## config.mk

```make
export PLATFORM = sky130hd
export DESIGN_NAME = inst_loader
export DESIGN_NICKNAME = d
export VERILOG_FILES = /design/src/rtl/loader_pkg.sv /design/src/rtl/inst_loader_byte_packer.sv /design/src/rtl/inst_loader.sv
export SDC_FILE = /design/constraint.sdc
export NUM_CORES = 1
export LEC_CHECK = 0
export CORE_MARGIN = 3
export CORE_UTILIZATION = 38
export DETAILED_ROUTE_END_ITERATION = 8
export PLACE_DENSITY = 0.56
export RECOVER_POWER = 25
export SYNTH_ARGS = -nofsm -noshare
export SYNTH_HDL_FRONTEND = slang
export SYNTH_SLANG_ARGS = --single-unit
```

## constraint.sdc

```tcl
create_clock -name CLK -period 3.15 [get_ports CLK]
set_input_delay 0.7875 -clock CLK [delete_from_list [all_inputs] [get_ports CLK]]
set_output_delay 0.7875 -clock CLK [all_outputs]
set_load 0.02 [all_outputs]
```

## src/rtl/loader_pkg.sv

```systemverilog
// Shared definitions for the boot-time instruction loader: FSM states,
// error codes and stream header size.
package loader_pkg;

    typedef enum logic [2:0] {
        IDLE   = 3'd0,
        LEN_LO = 3'd1,
        LEN_HI = 3'd2,
        DATA   = 3'd3,
        CSUM   = 3'd4,
        DONE   = 3'd5,
        ERROR  = 3'd6
    } state_t;

    localparam logic [1:0] ERR_NONE = 2'b00;
    localparam logic [1:0] ERR_LEN  = 2'b01;
    localparam logic [1:0] ERR_CSUM = 2'b10;

    localparam int HDR_LEN = 2;

endpackage

```

## src/rtl/inst_loader_byte_packer.sv

```systemverilog
// Assembles four accepted stream bytes (LSB first) into a 32-bit word and
// flags the acceptance of the final byte.
module byte_packer (
    input  logic        clk,
    input  logic        rst_n,
    input  logic        clear,
    input  logic        accept,
    input  logic [7:0]  byte_data,
    output logic [31:0] word,
    output logic        word_done
);

    logic [1:0]  idx;
    logic [23:0] low;

    always_ff @(posedge clk or negedge rst_n) begin
        if (!rst_n) begin
            idx <= 2'd0;
            low <= 24'd0;
        end else if (clear) begin
            idx <= 2'd0;
            low <= 24'd0;
        end else if (accept) begin
            idx <= idx + 2'd1;
            case (idx)
                2'd0:    low[7:0]   <= byte_data;
                2'd1:    low[15:8]  <= byte_data;
                2'd2:    low[23:16] <= byte_data;
                default: low        <= low;
            endcase
        end
    end

    // Byte 3 is taken straight from the input so the word is complete on its accepting edge.
    assign word      = {byte_data, low};
    assign word_done = accept && (idx == 2'd3);

endmodule

```

## src/rtl/inst_loader.sv

```systemverilog
// Boot-time instruction loader: receives a length-prefixed, XOR-checked byte
// image and writes it into instruction memory, holding the core in reset until done.
module inst_loader
    import loader_pkg::*;
#(
    parameter int          DEPTH     = 256,
    parameter logic [31:0] BASE_ADDR = 32'h0000_0000
) (
    input  logic        CLK,
    input  logic        RST,
    input  logic [7:0]  IN_DATA,
    input  logic        IN_VALID,
    output logic        IN_READY,
    input  logic        RELOAD,
    output logic        IM_WE,
    output logic [31:0] IM_ADDR,
    output logic [31:0] IM_WD,
    output logic        CORE_RST,
    output logic        LOAD_DONE,
    output logic        LOAD_ERR,
    output logic [1:0]  ERR_CODE,
    output logic [15:0] WORDS_LOADED,
    output logic [2:0]  dbg_state
);

    // valid/ready: a byte moves on a rising edge only when IN_VALID and IN_READY
    // are both high; the source must hold IN_DATA stable while IN_READY is low.

    localparam logic [16:0] DEPTH_W = 17'(DEPTH);

    state_t      state;
    logic [7:0]  len_lo;
    logic [15:0] len;
    logic [7:0]  csum;
    logic        xfer;
    logic        pack_clear;
    logic        pack_accept;
    logic [31:0] word;
    logic        word_done;

    assign IN_READY    = (state == LEN_LO) || (state == LEN_HI) ||
                         (state == DATA)   || (state == CSUM);
    assign xfer        = IN_VALID && IN_READY;
    assign pack_accept = xfer && (state == DATA);
    assign pack_clear  = RELOAD && ((state == DONE) || (state == ERROR));
    assign dbg_state   = state;

    byte_packer u_packer (
        .clk       (CLK),
        .rst_n     (RST),
        .clear     (pack_clear),
        .accept    (pack_accept),
        .byte_data (IN_DATA),
        .word      (word),
        .word_done (word_done)
    );

    always_ff @(posedge CLK or negedge RST) begin
        if (!RST) begin
            state        <= IDLE;
            len_lo       <= 8'd0;
            len          <= 16'd0;
            csum         <= 8'd0;
            IM_WE        <= 1'b0;
            IM_ADDR      <= 32'd0;
            IM_WD        <= 32'd0;
            WORDS_LOADED <= 16'd0;
            CORE_RST     <= 1'b0;
            LOAD_DONE    <= 1'b0;
            LOAD_ERR     <= 1'b0;
            ERR_CODE     <= ERR_NONE;
        end else begin
            IM_WE <= 1'b0;
            if (word_done) begin
                IM_WE        <= 1'b1;
                IM_WD        <= word;
                IM_ADDR      <= BASE_ADDR + {14'd0, WORDS_LOADED, 2'b00};
                WORDS_LOADED <= WORDS_LOADED + 16'd1;
            end

            case (state)
                IDLE: begin
                    csum  <= 8'd0;
                    state <= LEN_LO;
                end
                LEN_LO: if (xfer) begin
                    len_lo <= IN_DATA;
                    state  <= LEN_HI;
                end
                LEN_HI: if (xfer) begin
                    len <= {IN_DATA, len_lo};
                    if ({1'b0, IN_DATA, len_lo} > DEPTH_W) begin
                        state    <= ERROR;
                        LOAD_ERR <= 1'b1;
                        ERR_CODE <= ERR_LEN;
                    end else if ({IN_DATA, len_lo} == 16'd0) begin
                        state <= CSUM;
                    end else begin
                        state <= DATA;
                    end
                end
                DATA: if (xfer) begin
                    csum <= csum ^ IN_DATA;
                    if (word_done && (WORDS_LOADED + 16'd1 == len))
                        state <= CSUM;
                end
                CSUM: if (xfer) begin
                    if (IN_DATA == csum) begin
                        state     <= DONE;
                        LOAD_DONE <= 1'b1;
                        CORE_RST  <= 1'b1;
                    end else begin
                        state    <= ERROR;
                        LOAD_ERR <= 1'b1;
                        ERR_CODE <= ERR_CSUM;
                    end
                end
                DONE, ERROR: if (RELOAD) begin
                    state        <= LEN_LO;
                    csum         <= 8'd0;
                    WORDS_LOADED <= 16'd0;
                    CORE_RST     <= 1'b0;
                    LOAD_DONE    <= 1'b0;
                    LOAD_ERR     <= 1'b0;
                    ERR_CODE     <= ERR_NONE;
                end
                default: state <= IDLE;
            endcase
        end
    end

endmodule
```

After elaboration in Yosys (flattened, before gate mapping)
Cells that the tools add are included.

cells by class
  muxes and demuxes = 39
  bitwise operators = 1
  equal/unequal tests = 20
  reductions and logical operators = 29
  add/sub/neg operators = 2
  $lt $le $gt $ge = 1

operators by type and width
  cell                                                   count
  two-way mux 16 bit                                     3
  two-way mux 24 bit                                     2
  two-way mux 8 bit                                      5
  two-way mux 3 bit                                      8
  one-hot mux 8 bit (3 select lines)                     1
  one-hot mux 3 bit (6 select lines)                     1
  adder 16 x 1 -> 16 bit, second input constant          1
  == test 16 bit                                         1
  > comparator 16 x 9 -> 1 bit, second input constant    1
  logical NOT 16 bit                                     1
  two-way mux 2 bit                                      8
  inequality test 2 bit, second input constant           6
  AND reduction 6 bit                                    2
  AND reduction 2 bit                                    5
  nonzero test 2 bit                                     5
  == test 3 bit, second input constant                   3
  == test 8 bit                                          1
  two-way mux 1 bit                                      8
  XOR 8 bit                                              1
  == test 3 x 2 -> 1 bit, second input constant          2
  inequality test 2 x 1 -> 1 bit, second input constant  3
  one-hot mux 2 bit (3 select lines)                     1
  nonzero test 3 bit                                     2
  logical AND 1 bit                                      5
  other kinds (12)                                       16

storage, ports and cells
  output and inout bits = 90
  logic and storage cells = 107
  bits in registers = 130

Depth between registers and ports, before layout
  depth after elaboration = 11
  gate-level depth with buffers = 10

Cells and area by module
From an unflattened synthesis, not the netlist that was laid out.

second synthesis, totals
  cells, all modules = 575
  area total of the unflattened synthesis = 6513.7 µm²

by module, submodules not included
  module       seq. area each (µm²)  cells each  area each (µm²)  instances
  inst_loader  2602.5                465         5211.2           1
  byte_packer  650.6                 110         1302.5           1

Worst setup path after synthesis
Ideal clock, no wire load.

  path kind = flip-flop to flip-flop
  start = reg WORDS_LOADED[1]
  end = reg state[0], in the netlist dbg_state[0]
  setup slack = 0.697 ns
  required time = 3.007 ns
  cell stages (with the launch flop) = 8
  clock period less this slack = 2.453 ns
  library setup time = 0.143 ns
  data arrival time = 2.310 ns
  cell sequence = dfrtp_1 -> ha_1 -> nand3_1 -> or4b_2 -> a31oi_1 -> o22ai_1 -> o41ai_2 -> o2111ai_1

between the ends
  longest elaborated chain between the ends = 5

ends and longest elaborated chain
  element                                          RTL line            RTL
  start: declaration                               inst_loader.sv:22   output logic [15:0] WORDS_LOADED,
  start signal: assignment                         inst_loader.sv:78   WORDS_LOADED <= WORDS_LOADED + 16'd1;
  adder 16 x 1 -> 16 bit                           inst_loader.sv:104  if (word_done && (WORDS_LOADED + 16'd1 == len))
  == test 16 bit                                   inst_loader.sv:104
  logical AND 1 bit                                inst_loader.sv:104
  inequality test 2 x 1 -> 1 bit (no source line)  --
  AND reduction 6 bit (no source line)             --
  end signal: assignment                           inst_loader.sv:105  state <= CSUM;
  end signal: assignment                           inst_loader.sv:109  state <= DONE;
  end signal: assignment                           inst_loader.sv:113  state <= ERROR;
  end: declaration                                 inst_loader.sv:31   state_t state;

No other way between the ends.
A chain may end at the register's enable or synchronous reset.

Final worst setup path
  start = reg state[1], in the netlist dbg_state[1]
  end = out IN_READY

between the ends
  longest elaborated chain between the ends = 4
  elaborated cells on any way between the ends = 7
  those cells by class = eq/ne: 4; reduce/logical: 3

ends and longest elaborated chain
  element                                                                  RTL line           RTL
  start signal: assignment                                                 inst_loader.sv:60  state <= IDLE;
  start signal: assignment                                                 inst_loader.sv:84  state <= LEN_LO;
  start signal: assignment                                                 inst_loader.sv:88  state <= LEN_HI;
  == test 3 x 1 -> 1 bit / == test 3 x 2 -> 1 bit (equally long branches)  inst_loader.sv:41  assign IN_READY = (state == LEN_LO) || (state == LEN_HI) ||
  logical OR 1 bit (2 in a row)                                            inst_loader.sv:41
  logical OR 1 bit (*)                                                     inst_loader.sv:42  (state == DATA) || (state == CSUM);
  end: declaration                                                         inst_loader.sv:13  output logic IN_READY,

Mark *: on every way between the ends. The rest lies on a longest branch, timed or not.

==> flow_summary.toml <==
[setup_path]
r2r-end = "dbg_state[1]"
worstPathRequired_ns = 2.36
r2r_slack_ns = 0.41
cp_cell_sequence = "nor2_1, xnor2_1, clkdlybuf4s50_1"
slowest_delay_ns = 0.62
cp_data_arrival_time_ns = 2.14
rr_worst_depth = 5
worstReg2RegStart = "WORDS_LOADED[5]"
worstSetupStartpointType = "flop"
path_max_fanout = 13
cp_slowest_cell = "clkdlybuf4s50_1"
crit_path_end_kind = "primary output"
critPathKind = "flop to primary output"

[power_and_ir_drop]
netSwitchingFraction_pct = 33.8
p_int_w = 0.00455
power_density_nw_per_um2 = 856
peakVddDrop_v = 0.000445
p_sw_w = 0.00233
seqPwrFrac_pct = 38.9
clkPwrFrac_pct = 26.5
p_leak_nw = 3.49
p_comb_share_pct = 34.7

[route]
ant_nets = 0
route.detailed.drc = 0
vias = 4800
dr.first_iter.drc_count = 237
viasPerCell = 5.20
drt-pass1-iter-count = 6
detail_route.wl_per_cell_um = 16.6
routed_wl_um = 15300

[global_routing]
grt_usage_pct = 17.5
grt_pass1_wl_um = 25300
grt_max_degree = 53
antenna_found_initial = 0
grt_remaining_overflow = 0
grt_pass1_vias = 4875

[clock_network]
numCtsBuffers = 17
cts_tree = "done"
cts_resized = 0
cts_setup_buffers = 0
cts_htree_levels = 4
worstSkewPairLatency_ns = 0.42
ctsHoldBuffers = 0
clk_path_buf_depth = 2
numClockSinks = 130
clock-root-buffer = "clkbuf_16"
cts.clk_slew.worst_paths_ns = 0.05

[floorplanning]
fp.coreArea_um2 = 16600
rows = 47
die-area_um2 = 18600
die_w_um = 136
initial_utilization_pct = 38.9
io_pins = 102
die_y_um = 136

[sta]
fmax_ghz = 0.342
hold_viol_final = 0
max_slew_margin_pct = -37.5
fin_crit_ns = 2.92
period_share_pct = 92.8
setup_tns_ns = 0
rsz0062_at_grt = "no"
fin_skew_ns = 0.00940
timing.final.ws_setup_ns = 0.225
tightestPinTransition_ns = 2.06
setup_viol = 0
maxSlewViolCount = 35

[hold_path]
hold_path.class = "flop to flop"
hold_depth = 2
hp-start = "IM_ADDR[12]"
hold_end = "IM_ADDR[12]"

[placement]
dp_hpwl_um = 10700
gp_congestion = 0.922
io_buffers = 85
place_inst = 892
pre_cts_slack_ns = 0.170

[yosys]
ys_seq_elements = 130
async_reset_ff_share_pct = 100
synth_edf_count = 0
synth_top_flop_cell = "dfrtp_1"
syn_area_um2 = 6460
synthCells = 611
synth_area_per_cell_um2 = 10.6
yosysWarnings = 0
ys_types = 65
synth_seq_area_share_pct = 50.4

[finish]
layoutNonFillerInstCount = 923
drive_above_1_share_pct = 19.9
utilization_pct = 48.4
fillers = 1524
layout.nets = 709
synthToLayoutAreaGrowth_pct = 24.4
insertedDiodeCount = 0

[status]
status = "complete, but fails checks"
violations = "capacitance limit, slew limit"

[job]
maxCapViolCount = 1
## Yosys cell counts (2+ instances only)
| master | number | area share (%) |
|---|---|---|
| o31ai_1 | 3 | 0.35 |
| inv_1 | 8 | 0.46 |
| xor2_1 | 13 | 1.8 |
| buf_4 | 19 | 2.2 |
| nor3_1 | 9 | 0.70 |
| nor2b_1 | 2 | 0.19 |
| and4b_1 | 2 | 0.31 |
| o21a_1 | 2 | 0.23 |
| o2111ai_1 | 3 | 0.41 |
| o21ai_0 | 27 | 2.1 |
| or4b_2 | 2 | 0.31 |
| clkbuf_1 | 29 | 1.7 |
| or4_1 | 3 | 0.35 |
| a211oi_1 | 5 | 0.58 |
| dfrtp_1 | 130 | 50 |
| a21o_1 | 2 | 0.23 |
| or2_2 | 2 | 0.19 |
| buf_1 | 2 | 0.12 |
| and3_1 | 4 | 0.39 |
| nor2_1 | 34 | 2.0 |
| or3_1 | 3 | 0.29 |
| nand2_1 | 61 | 3.5 |
| ha_1 | 5 | 0.97 |
| a31oi_1 | 5 | 0.48 |
| nand3_1 | 38 | 2.9 |
| nor4_1 | 6 | 0.58 |
| nand4_1 | 5 | 0.48 |
| xnor2_1 | 22 | 3.0 |
| mux2_2 | 72 | 13 |
| mux2i_1 | 5 | 0.77 |
| a21oi_1 | 33 | 2.6 |
| buf_2 | 11 | 0.85 |
| nand2b_1 | 12 | 1.2 |
## logic make-up after synthesis
kind of cell	share of synthesized area (%)
compound gates	8.97
xor+xnor	5.17
fa+ha+maj	1.28
buf+inv	5.83
flops	50.4
mux	13.3
other cells	0.0581
simple gates	15.0
## metal layers
layer | part of all wire (%) | global-route usage, %
met5 | 0 | 0
met4 | 0.92 | 5.66
met3 | 4.5 | 4.44
met2 | 49 | 28.5
met1 | 45 | 23.0
## power by group through the flow
stage / clock network (W) / logic [W] / registers (W)
6_report: 0.00182 / 0.00238 / 0.00267
3_3_place_gp: 0 / 0.00236 / 0.00268
4_1_cts: 0.00187 / 0.00242 / 0.00268
3_5_place_dp: 0 / 0.00241 / 0.00270
2_1_floorplan: 0 / 0.00128 / 0.00289
5_1_grt: 0.00196 / 0.00260 / 0.00276
## critical path, delay by kind of cell (launching register included)
family	cells	cell delay [ns]
buf+inv	1	0.62
flops	1	0.52
xor+xnor	1	0.17
simple gates	1	0.42
## cells in the final DEF (no fill, tap or decap), drive strengths merged, types with 2 or more instances in the layout
cell type / synthesis / final
nand2b: 12 / 12
nand4: 5 / 5
clkinvlp: 0 / 3
inv: 8 / 10
and4: 2 / 2
clkdlybuf4s50: 0 / 84
a21o: 2 / 2
o41ai: 2 / 2
or2: 2 / 2
buf: 33 / 25
a211oi: 5 / 5
o2111ai: 3 / 3
and3: 4 / 4
a31oi: 5 / 5
mux2: 72 / 72
clkinv: 0 / 6
or3: 3 / 3
xnor2: 23 / 23
and4b: 2 / 2
or4b: 2 / 2
o21a: 2 / 2
ha: 5 / 5
or4: 5 / 5
nor4: 6 / 6
nor3: 9 / 9
clkbuf: 31 / 20
nor2b: 2 / 2
dfrtp: 130 / 130
o31ai: 3 / 3
nor2: 34 / 34
xor2: 13 / 13
nand2: 62 / 62
mux2i: 5 / 5
conb: 1 / 16
o21ai: 27 / 27
a21oi: 33 / 33
nand3: 38 / 38
## through the flow
step	total power (W)	hold slack, ns	instance area [µm²]
after global placement	0.00504	0.469	7490
after detailed placement	0.00511	0.472	7490
after CTS	0.00697	0.348	8040
after global routing	0.00732	0.509	8030
after floorplan	0.00417	0.479	6520
final	0.00687	0.478	8030
## state kept, by name (all words and copies together) (netlist names), 2 cells and up
signal	flops
dbg_state	3
len	16
IM_ADDR	16
csum	8
u_packer.idx	2
WORDS_LOADED	16
u_packer.low	24
ERR_CODE	2
IM_WD	32
len_lo	8
## cell type report
type / instances / area (µm²) / share of cell area, %
multi-input cells: 424 / 2890 / 35.9
clock inverters: 12 / 111 / 1.39
well taps: 220 / 275 / 3.43
repair buffers: 110 / 1040 / 13.0
flip-flops and latches: 130 / 3250 / 40.5
clock buffers: 19 / 433 / 5.39
inverters: 8 / 30.0 / 0.374
## worst max-delay path by stage
| stage | slack (ns) | endpoint | cells after the start | startpoint |
|---|---|---|---|---|
| finish | 0.23 | IN_READY | 3 | dbg_state[1] |
| global route | 0.12 | IN_READY | 3 | dbg_state[1] |
| CTS | 0.21 | IN_READY | 3 | dbg_state[1] |
| detailed placement | 0.17 | dbg_state[0] | 8 | IN_VALID |
| global placement | 0.22 | dbg_state[0] | 8 | IN_VALID |
| floorplan | 0.70 | dbg_state[0] | 7 | WORDS_LOADED[1] |
Note: power is estimated with default switching activity, not from simulation.
